$ cat config.mk
export PLATFORM = sky130hd
export DESIGN_NAME = tim_apb_master_flat
export DESIGN_NICKNAME = d
export VERILOG_FILES = /design/src/rtl/tim_apb_pkg.sv /design/src/rtl/tim_apb_master_if.sv /design/src/rtl/tim_apb_wdog.sv /design/src/rtl/tim_apb_master.sv /design/src/flat_wrapper.sv
export SDC_FILE = /design/constraint.sdc
export NUM_CORES = 1
export LEC_CHECK = 0
export ABC_CLOCK_PERIOD_IN_PS = 1700
export BUFFER_PORTS_ARGS = -buffer_cell sky130_fd_sc_hd__buf_2
export CELL_PAD_IN_SITES_DETAIL_PLACEMENT = 0
export CELL_PAD_IN_SITES_GLOBAL_PLACEMENT = 1
export CORE_ASPECT_RATIO = 1.2
export CORE_MARGIN = 2
export CORE_UTILIZATION = 25
export CTS_BUF_LIST = sky130_fd_sc_hd__clkbuf_4 sky130_fd_sc_hd__clkbuf_8
export DETAILED_ROUTE_END_ITERATION = 8
export PLACE_DENSITY = 0.69
export SYNTH_ARGS = -nofsm -noshare
export SYNTH_HDL_FRONTEND = slang
export SYNTH_HIERARCHICAL = 1
export SYNTH_SLANG_ARGS = --single-unit
$ cat constraint.sdc
create_clock -name sys_clk -period 1.7 [get_ports sys_clk]
set_clock_uncertainty 0.2 [all_clocks]
set_input_delay 0.17 -clock sys_clk [delete_from_list [all_inputs] [get_ports sys_clk]]
set_output_delay 0.17 -clock sys_clk [all_outputs]
set_load 0.05 [all_outputs]
$ cat src/rtl/tim_apb_pkg.sv
// Shared definitions for the timer APB initiator: FSM encoding, bus width
// defaults and the timer register map.
package tim_apb_pkg;

  localparam int unsigned TIM_ADDR_W = 12;
  localparam int unsigned TIM_DATA_W = 32;

  typedef enum logic [1:0] {
    ST_IDLE   = 2'd0,
    ST_SETUP  = 2'd1,
    ST_ACCESS = 2'd2,
    ST_RESP   = 2'd3
  } apb_state_e;

  localparam logic [TIM_ADDR_W-1:0] TIM_TCR   = 12'h000;
  localparam logic [TIM_ADDR_W-1:0] TIM_TDR0  = 12'h004;
  localparam logic [TIM_ADDR_W-1:0] TIM_TDR1  = 12'h008;
  localparam logic [TIM_ADDR_W-1:0] TIM_TCMP0 = 12'h00C;
  localparam logic [TIM_ADDR_W-1:0] TIM_TCMP1 = 12'h010;
  localparam logic [TIM_ADDR_W-1:0] TIM_TIER  = 12'h014;
  localparam logic [TIM_ADDR_W-1:0] TIM_TISR  = 12'h018;
  localparam logic [TIM_ADDR_W-1:0] TIM_THCSR = 12'h01C;

endpackage

$ cat src/rtl/tim_apb_master_if.sv
// Command/response channel plus the APB4 bus towards the timer slave.
// master modport is the initiator's view; slave modport is the environment's.
interface tim_apb_master_if
  import tim_apb_pkg::*;
#(
  parameter int unsigned ADDR_W = TIM_ADDR_W,
  parameter int unsigned DATA_W = TIM_DATA_W
);

  logic                cmd_valid;
  logic                cmd_ready;
  logic                cmd_write;
  logic [ADDR_W-1:0]   cmd_addr;
  logic [DATA_W-1:0]   cmd_wdata;
  logic [DATA_W/8-1:0] cmd_strb;

  logic                rsp_valid;
  logic                rsp_ready;
  logic [DATA_W-1:0]   rsp_rdata;
  logic                rsp_err;
  logic                rsp_timeout;

  logic                tim_psel;
  logic                tim_penable;
  logic                tim_pwrite;
  logic [ADDR_W-1:0]   tim_paddr;
  logic [DATA_W-1:0]   tim_pwdata;
  logic [DATA_W/8-1:0] tim_pstrb;
  logic                tim_pready;
  logic [DATA_W-1:0]   tim_prdata;
  logic                tim_pslverr;

  modport master (
    input  cmd_valid, cmd_write, cmd_addr, cmd_wdata, cmd_strb,
    output cmd_ready,
    output rsp_valid, rsp_rdata, rsp_err, rsp_timeout,
    input  rsp_ready,
    output tim_psel, tim_penable, tim_pwrite, tim_paddr, tim_pwdata, tim_pstrb,
    input  tim_pready, tim_prdata, tim_pslverr
  );

  modport slave (
    output cmd_valid, cmd_write, cmd_addr, cmd_wdata, cmd_strb,
    input  cmd_ready,
    input  rsp_valid, rsp_rdata, rsp_err, rsp_timeout,
    output rsp_ready,
    input  tim_psel, tim_penable, tim_pwrite, tim_paddr, tim_pwdata, tim_pstrb,
    output tim_pready, tim_prdata, tim_pslverr
  );

endinterface

$ cat src/rtl/tim_apb_wdog.sv
// ACCESS-phase watchdog: counts stalled cycles and flags when LIMIT-1 is reached.
// Only instantiated when TIM_APB_MASTER_TIMEOUT_EN is defined.
module tim_apb_wdog #(
  parameter int unsigned LIMIT = 256
) (
  input  logic sys_clk,
  input  logic sys_rst_n,
  input  logic clear,
  input  logic inc,
  output logic expired
);

  localparam int unsigned CNT_W = $clog2(LIMIT) + 1;

  logic [CNT_W-1:0] cnt_q;

  assign expired = (cnt_q == CNT_W'(LIMIT - 1));

  always_ff @(posedge sys_clk or negedge sys_rst_n) begin
    if (!sys_rst_n) begin
      cnt_q <= '0;
    end else if (clear) begin
      cnt_q <= '0;
    end else if (inc && !expired) begin
      cnt_q <= cnt_q + CNT_W'(1);
    end
  end

endmodule

$ cat src/rtl/tim_apb_master.sv
// APB4 initiator for the timer register block, driven by a valid/ready command
// channel. Optional ACCESS timeout: define TIM_APB_MASTER_TIMEOUT_EN.
module tim_apb_master
  import tim_apb_pkg::*;
#(
  parameter int unsigned ADDR_W         = TIM_ADDR_W,
  parameter int unsigned DATA_W         = TIM_DATA_W,
  parameter int unsigned TIMEOUT_CYCLES = 256
) (
  input  logic             sys_clk,
  input  logic             sys_rst_n,
  tim_apb_master_if.master bus
);

  localparam int unsigned STRB_W = DATA_W / 8;

  apb_state_e        state_q, state_d;
  logic              cmd_ready_q, cmd_ready_d;
  logic              psel_q, psel_d;
  logic              penable_q, penable_d;
  logic              pwrite_q, pwrite_d;
  logic [ADDR_W-1:0] paddr_q, paddr_d;
  logic [DATA_W-1:0] pwdata_q, pwdata_d;
  logic [STRB_W-1:0] pstrb_q, pstrb_d;
  logic              rsp_valid_q, rsp_valid_d;
  logic [DATA_W-1:0] rsp_rdata_q, rsp_rdata_d;
  logic              rsp_err_q, rsp_err_d;

`ifdef TIM_APB_MASTER_TIMEOUT_EN
  logic rsp_timeout_q, rsp_timeout_d;
  logic wdog_expired;

  // Counter is held clear outside ACCESS, so it restarts from zero on each entry.
  tim_apb_wdog #(
    .LIMIT (TIMEOUT_CYCLES)
  ) u_wdog (
    .sys_clk   (sys_clk),
    .sys_rst_n (sys_rst_n),
    .clear     (state_q != ST_ACCESS),
    .inc       ((state_q == ST_ACCESS) && !bus.tim_pready),
    .expired   (wdog_expired)
  );

  assign bus.rsp_timeout = rsp_timeout_q;
`else
  if (TIMEOUT_CYCLES == 0) begin : g_timeout_unused
  end

  assign bus.rsp_timeout = 1'b0;
`endif

  always_comb begin
    state_d     = state_q;
    cmd_ready_d = cmd_ready_q;
    psel_d      = psel_q;
    penable_d   = penable_q;
    pwrite_d    = pwrite_q;
    paddr_d     = paddr_q;
    pwdata_d    = pwdata_q;
    pstrb_d     = pstrb_q;
    rsp_valid_d = rsp_valid_q;
    rsp_rdata_d = rsp_rdata_q;
    rsp_err_d   = rsp_err_q;
`ifdef TIM_APB_MASTER_TIMEOUT_EN
    rsp_timeout_d = rsp_timeout_q;
`endif

    unique case (state_q)
      ST_IDLE: begin
        if (bus.cmd_valid && cmd_ready_q) begin
          pwrite_d    = bus.cmd_write;
          paddr_d     = bus.cmd_addr;
          pwdata_d    = bus.cmd_write ? bus.cmd_wdata : '0;
          pstrb_d     = bus.cmd_write ? bus.cmd_strb  : '0;
          psel_d      = 1'b1;
          cmd_ready_d = 1'b0;
          state_d     = ST_SETUP;
        end
      end

      ST_SETUP: begin
        penable_d = 1'b1;
        state_d   = ST_ACCESS;
      end

      ST_ACCESS: begin
        if (bus.tim_pready) begin
          psel_d      = 1'b0;
          penable_d   = 1'b0;
          rsp_valid_d = 1'b1;
          rsp_rdata_d = pwrite_q ? '0 : bus.tim_prdata;
          rsp_err_d   = bus.tim_pslverr;
`ifdef TIM_APB_MASTER_TIMEOUT_EN
          rsp_timeout_d = 1'b0;
`endif
          state_d     = ST_RESP;
        end
`ifdef TIM_APB_MASTER_TIMEOUT_EN
        else if (wdog_expired) begin
          psel_d        = 1'b0;
          penable_d     = 1'b0;
          rsp_valid_d   = 1'b1;
          rsp_rdata_d   = '0;
          rsp_err_d     = 1'b1;
          rsp_timeout_d = 1'b1;
          state_d       = ST_RESP;
        end
`endif
      end

      ST_RESP: begin
        if (bus.rsp_ready) begin
          rsp_valid_d = 1'b0;
          cmd_ready_d = 1'b1;
          state_d     = ST_IDLE;
        end
      end

      default: state_d = ST_IDLE;
    endcase
  end

  always_ff @(posedge sys_clk or negedge sys_rst_n) begin
    if (!sys_rst_n) begin
      state_q     <= ST_IDLE;
      cmd_ready_q <= 1'b1;
      psel_q      <= 1'b0;
      penable_q   <= 1'b0;
      pwrite_q    <= 1'b0;
      paddr_q     <= '0;
      pwdata_q    <= '0;
      pstrb_q     <= '0;
      rsp_valid_q <= 1'b0;
      rsp_rdata_q <= '0;
      rsp_err_q   <= 1'b0;
`ifdef TIM_APB_MASTER_TIMEOUT_EN
      rsp_timeout_q <= 1'b0;
`endif
    end else begin
      state_q     <= state_d;
      cmd_ready_q <= cmd_ready_d;
      psel_q      <= psel_d;
      penable_q   <= penable_d;
      pwrite_q    <= pwrite_d;
      paddr_q     <= paddr_d;
      pwdata_q    <= pwdata_d;
      pstrb_q     <= pstrb_d;
      rsp_valid_q <= rsp_valid_d;
      rsp_rdata_q <= rsp_rdata_d;
      rsp_err_q   <= rsp_err_d;
`ifdef TIM_APB_MASTER_TIMEOUT_EN
      rsp_timeout_q <= rsp_timeout_d;
`endif
    end
  end

  assign bus.cmd_ready   = cmd_ready_q;
  assign bus.tim_psel    = psel_q;
  assign bus.tim_penable = penable_q;
  assign bus.tim_pwrite  = pwrite_q;
  assign bus.tim_paddr   = paddr_q;
  assign bus.tim_pwdata  = pwdata_q;
  assign bus.tim_pstrb   = pstrb_q;
  assign bus.rsp_valid   = rsp_valid_q;
  assign bus.rsp_rdata   = rsp_rdata_q;
  assign bus.rsp_err     = rsp_err_q;

endmodule
$ cat src/flat_wrapper.sv
// flat-port wrapper written by rule: the top's interface ports become plain ports
module tim_apb_master_flat import tim_apb_pkg::*;
#(
  parameter int unsigned ADDR_W         = TIM_ADDR_W,
  parameter int unsigned DATA_W         = TIM_DATA_W,
  parameter int unsigned TIMEOUT_CYCLES = 256
)
  (sys_clk, sys_rst_n, bus_cmd_valid, bus_cmd_write, bus_cmd_addr, bus_cmd_wdata, bus_cmd_strb, bus_cmd_ready, bus_rsp_valid, bus_rsp_rdata, bus_rsp_err, bus_rsp_timeout, bus_rsp_ready, bus_tim_psel, bus_tim_penable, bus_tim_pwrite, bus_tim_paddr, bus_tim_pwdata, bus_tim_pstrb, bus_tim_pready, bus_tim_prdata, bus_tim_pslverr);
  tim_apb_master_if #(.ADDR_W(ADDR_W), .DATA_W(DATA_W)) bus_i ();
  input  logic sys_clk;
  input  logic sys_rst_n;
  input wire logic [$bits(bus_i.cmd_valid)-1:0] bus_cmd_valid;
  input wire logic [$bits(bus_i.cmd_write)-1:0] bus_cmd_write;
  input wire logic [$bits(bus_i.cmd_addr)-1:0] bus_cmd_addr;
  input wire logic [$bits(bus_i.cmd_wdata)-1:0] bus_cmd_wdata;
  input wire logic [$bits(bus_i.cmd_strb)-1:0] bus_cmd_strb;
  output wire logic [$bits(bus_i.cmd_ready)-1:0] bus_cmd_ready;
  output wire logic [$bits(bus_i.rsp_valid)-1:0] bus_rsp_valid;
  output wire logic [$bits(bus_i.rsp_rdata)-1:0] bus_rsp_rdata;
  output wire logic [$bits(bus_i.rsp_err)-1:0] bus_rsp_err;
  output wire logic [$bits(bus_i.rsp_timeout)-1:0] bus_rsp_timeout;
  input wire logic [$bits(bus_i.rsp_ready)-1:0] bus_rsp_ready;
  output wire logic [$bits(bus_i.tim_psel)-1:0] bus_tim_psel;
  output wire logic [$bits(bus_i.tim_penable)-1:0] bus_tim_penable;
  output wire logic [$bits(bus_i.tim_pwrite)-1:0] bus_tim_pwrite;
  output wire logic [$bits(bus_i.tim_paddr)-1:0] bus_tim_paddr;
  output wire logic [$bits(bus_i.tim_pwdata)-1:0] bus_tim_pwdata;
  output wire logic [$bits(bus_i.tim_pstrb)-1:0] bus_tim_pstrb;
  input wire logic [$bits(bus_i.tim_pready)-1:0] bus_tim_pready;
  input wire logic [$bits(bus_i.tim_prdata)-1:0] bus_tim_prdata;
  input wire logic [$bits(bus_i.tim_pslverr)-1:0] bus_tim_pslverr;
  assign bus_i.cmd_valid = bus_cmd_valid;
  assign bus_i.cmd_write = bus_cmd_write;
  assign bus_i.cmd_addr = bus_cmd_addr;
  assign bus_i.cmd_wdata = bus_cmd_wdata;
  assign bus_i.cmd_strb = bus_cmd_strb;
  assign bus_cmd_ready = bus_i.cmd_ready;
  assign bus_rsp_valid = bus_i.rsp_valid;
  assign bus_rsp_rdata = bus_i.rsp_rdata;
  assign bus_rsp_err = bus_i.rsp_err;
  assign bus_rsp_timeout = bus_i.rsp_timeout;
  assign bus_i.rsp_ready = bus_rsp_ready;
  assign bus_tim_psel = bus_i.tim_psel;
  assign bus_tim_penable = bus_i.tim_penable;
  assign bus_tim_pwrite = bus_i.tim_pwrite;
  assign bus_tim_paddr = bus_i.tim_paddr;
  assign bus_tim_pwdata = bus_i.tim_pwdata;
  assign bus_tim_pstrb = bus_i.tim_pstrb;
  assign bus_i.tim_pready = bus_tim_pready;
  assign bus_i.tim_prdata = bus_tim_prdata;
  assign bus_i.tim_pslverr = bus_tim_pslverr;
  tim_apb_master #(.ADDR_W(ADDR_W), .DATA_W(DATA_W), .TIMEOUT_CYCLES(TIMEOUT_CYCLES)) u_core (.sys_clk(sys_clk), .sys_rst_n(sys_rst_n), .bus(bus_i));
endmodule
# --- After elaboration in Yosys (flattened, before gate mapping) ---
# Index checks and enable logic that the tools add are counted.
classes:
  n_reduce_logical: 13
  n_eq_ne: 6
  muxes: 17
op_table:
  columns: ["cell", "count"]
  rows:
  - ["32-bit two-way mux", 2]
  - ["3-bit AND reduction", 4]
  - ["1-bit one-hot mux with 2 select lines", 4]
  - ["2-bit one-hot mux with 4 select lines", 1]
  - ["2-bit nonzero test", 4]
  - ["1-bit two-way mux", 6]
  - ["2-bit two-way mux", 3]
  - ["2-bit AND reduction", 3]
  - ["2-bit == test, second input constant", 2]
  - ["4-bit two-way mux", 1]
  - ["2-bit != test, second input constant", 2]
  - ["2-bit by 1-bit == test with 1-bit output, second input constant", 1]
  - ["2-bit logical NOT", 1]
  - ["2-bit by 1-bit != test with 1-bit output, second input constant", 1]
  - ["1-bit logical AND", 1]
totals:
  wordCells: 47
  out_inout_bits: 87
  inputBits: 87
  reg_bits: 88

# --- Depth between registers and ports, before layout ---
logic_depth:
  depth_word: 3
  ltp_mapped: 7

# --- Worst setup path after synthesis ---
# OpenSTA, ideal clock, no wires.
synth_path:
  path_type: "register to register"
  startpoint: "register u_core.cmd_ready_q, in the netlist u_core/bus.cmd_ready"
  endpoint: "register u_core.state_q[1]"
  arrival_time_ns: 1.446
  path_buffers: 0
  period_less_slack_ns: 1.774
  slack_ns: -0.074
  required_ns: 1.372
  path_stages_with_launch: 4
  path_cell_list: "dfstp_2 nand2_1 a221oi_2 mux2_1"
synth_between:
  elab_chain_cells: 3
synth_lines:
  columns: ["item", "line", "source"]
  rows:
  - ["start: declaration", "tim_apb_master.sv:18", "logic cmd_ready_q, cmd_ready_d;"]
  - ["start signal: assignment", "tim_apb_master.sv:141", "cmd_ready_q <= cmd_ready_d;"]
  - ["1-bit logical AND", "tim_apb_master.sv:70", "if (bus.cmd_valid && cmd_ready_q) begin"]
  - ["2-bit by 1-bit != test with 1-bit output (no line)", null, null]
  - ["3-bit AND reduction (no line)", null, null]
  - ["end signal: assignment", "tim_apb_master.sv:140", "state_q <= state_d;"]
  - ["end: declaration", "tim_apb_master.sv:17", "apb_state_e state_q, state_d;"]
# No other way between the ends.
# A chain may end at the register's enable or synchronous reset.

# --- Worst setup path in the final report ---
layout_path:
  startpoint: "register u_core.state_q[1]"
  endpoint: "register u_core.state_q[1]"
layout_between:
  elab_chain_cells: 3
  elab_cells_between_ends: 9
layout_lines:
  columns: ["item", "line", "source"]
  rows:
  - ["2-bit == test or 2-bit logical NOT (tied branches)", "tim_apb_master.sv:68", "unique case (state_q)"]
  - ["2-bit != test (no line) or 2-bit by 1-bit != test with 1-bit output (tied branches)", null, null]
  - ["3-bit AND reduction (no line)", null, null]
# Several ways; a longest one is shown, not always the timed one.

==> results.toml <==
[logic_synthesis]
syn_area_um2 = 3690
yosys_warnings = 6
synth.largest_area_cell = "dfrtp_1"
syn_inst = 365
yosysUniqueCellTypes = 24
syn_area_per_cell_um2 = 10.1
seq_area_frac_synth = 0.598
syn-num-nets = 459
yosys-top-cells-area = "dfrtp_1 59%, nand2_1 11%, o21ai_0 9.8%, nand2b_1 5.4%, mux2_2 4.3%"
ys_ff_latch = 88
synth_top_area_share = 0.590

[placement]
io_buffers = 172
placedInstanceArea_um2 = 4840
dpl.hpwl_mm = 6.91
routabilityCongestion = 0.708

[setup_path]
path_delay_family = "flip-flops"
worstSetupPathType = "reg2reg"
cp_data_arrival_time_ns = 1.73
max_stage_delay_ns = 0.46
path_buf_inv = 0
cp-start-kind = "flop"
path_depth = 4
rr_startpoint = "u_core/state_q[1]$_DFFE_PN0P_"
path_max_fanout = 4
cp-end-kind = "flop"
slowest_stage = "dfrtp_2"
cp_cell_sequence = "ha_2 -> nor2b_4 -> a221oi_4 -> mux2_4"
cp-startpoint = "u_core/state_q[1]$_DFFE_PN0P_"
cp.required_ns = 1.74
rr_worst_depth = 4

[layout]
utilization = 0.418
nFillCells = 1412
layout_common_cells = "170 x buf_2, 106 x nand2_1, 85 x dlygate4sd3_1, 85 x dfrtp_1, 71 x o21ai_0"
multiInputGateArea_um2 = 1400
drive_above_1_share = 0.372
area_growth_pct = 63.3
regArea_um2 = 2210
diodes = 0
postLayoutCellArea_um2 = 6020
nets = 722
final_common_cell = "buf_2"

[drt]
drt_iter0_drc = 144
drt_wl_total_mm = 10.4
ant_nets = 0
post_drt_wl_per_cell_um = 12.9
viasPerCell = 4.26
post-route-drc-count = 0
via_count = 3436
drt_first_pass_iters = 4

[run]
max_cap_violations = 0

[timing]
slew_headroom = 0.540
hold_viol = 0
timing.fmax_mhz = 592
finalMaxSlewViolations = 0
setup_tns_ns = 0
fin_hold_ws_ns = 0.137
period_needed_ns = 1.69
rsz0062_at_grt = "true"
min_period_over_period = 0.993
worstMarginPinSlew_ns = 0.691
setup_viol = 0

[power_and_ir_drop]
p_leak_nw = 3.07
ir_worst_vdd_uv = 820
p_per_area_nw_per_um2 = 2000

[clock_network]
tritoncts = "built"
numCtsBuffers = 9
root_buffer = "clkbuf_8"
clk_latency_ns = 0.35
cts.sinks = 88
cts_htree_levels = 3
cts.path.max_buffers = 2
clkTransAtPathRegs_ns = 0.09

[worst_hold_path]
hold_class = "in2async"

[floorplanning]
io_pins = 174
dieArea_um2 = 15700
initial_core_util = 0.256
num_rows = 48
chipWidth_um = 115
core_um2 = 14400
die_h_um = 137

[grt]
overflow = 0
grt_pass1_vias = 3470
antenna_found_initial = 0
grt_pass1_wl_mm = 16.5
grt_max_degree = 46
grt_usage = 0.132

[outcome]
outcome = "completed"
==> registers in the layout (all words and copies together) (netlist names) <==
name and cells:
u_core/bus.cmd_ready 1, u_core/bus.rsp_rdata 32, u_core/bus.tim_pwdata 32, u_core/bus.rsp_valid 1, u_core/bus.tim_psel 1, u_core/state_q 2, u_core/bus.tim_pwrite 1, u_core/bus.rsp_err 1
u_core/bus.tim_pstrb 4, u_core/bus.tim_penable 1, u_core/bus.tim_paddr 12
==> worst paths after layout <==
check / endpoint / slack, ns
max: u_core/state_q[1]$_DFFE_PN0P_ / 0.01
min: u_core/bus.rsp_rdata[11]$_DFFE_PN0P_ / 0.14
max reg2reg: u_core/state_q[1]$_DFFE_PN0P_ / 0.01
min reg2reg: u_core/bus.tim_pwdata[13]$_DFFE_PN0P_ / 0.27
max in group asynchronous: u_core/bus.cmd_ready$_DFFE_PN1P_ / 0.87
min in group sys_clk: u_core/bus.tim_pwdata[5]$_DFFE_PN0P_ / 0.18
==> metal layers <==
layer	vias up	track usage	wire, µm
li1	1704	-	-
met1	1592	0.165	4480
met2	130	0.217	5150
met3	10	0.0368	674
met4	0	0.0502	86
met5	-	0	0
==> report_power, final <==
part / switching (mW) / internal [mW]
registers: 0.576 / 3.08
clock network: 0.724 / 0.849
logic: 4.87 / 1.91
==> Yosys cell counts <==
| cell | n |
|---|---|
| a32oi_1 | 1 |
| buf_4 | 1 |
| buf_2 | 8 |
| clkbuf_1 | 11 |
| mux2i_1 | 3 |
| buf_6 | 4 |
| nor2b_1 | 3 |
| a31oi_1 | 1 |
| nor2_1 | 1 |
| inv_2 | 1 |
| o31ai_1 | 1 |
| a221oi_2 | 1 |
| inv_1 | 4 |
| o21ai_0 | 72 |
| mux2_2 | 14 |
| mux2_1 | 1 |
| ha_1 | 7 |
| dfrtp_1 | 87 |
| nand2_1 | 108 |
| conb_1 | 1 |
| dfstp_2 | 1 |
| nand3_1 | 1 |
| nand3_2 | 1 |
| nand2b_1 | 32 |
==> through the flow <==
stage | setup WS [ns] | instances | total power [mW]
after floorplan | -0.0313 | 365 | 8.36
after global placement | -0.0313 | 702 | 10.0
after detailed placement | -0.132 | 702 | 10.1
after CTS | 0.00372 | 803 | 12.0
after global routing | -0.0596 | 807 | 12.8
final | 0.0118 | 807 | 12.0
==> tightest hold or removal path: cells and delay by family <==
kind,cells,cell delay [ns]
buf+inv,3,0.90
==> cells by family after synthesis <==
group	Yosys count	share of synthesized area
AO/OA/AOI/OAI	76	0.108
adder cells (fa/ha/maj)	7	0.0238
buffers and inverters	29	0.0414
flip-flops	88	0.598
multiplexers	18	0.0540
other	1	0.00102
AND/OR/NAND/NOR	146	0.174
==> cell type report <==
class | count | area share
clock inverter | 4 | 0.0116
timing repair buffer | 276 | 0.326
tap | 175 | 0.0364
multi-input combinational | 248 | 0.232
clock buffer | 11 | 0.0231
inverter | 5 | 0.00353
sequential | 88 | 0.367
==> what timing repair did <==
| item | in CTS | in global routing |
|---|---|---|
| gates resized for setup | 9 | 9 |
| hold buffers | 85 | 0 |
| setup endpoints to repair | 35 | 37 |
| pin swaps | 2 | 1 |
| buffers inserted | 1 | 3 |
| hold endpoints to repair | 173 | 0 |
| gates cloned | 0 | 1 |
Power figures use the tool's default switching activity.
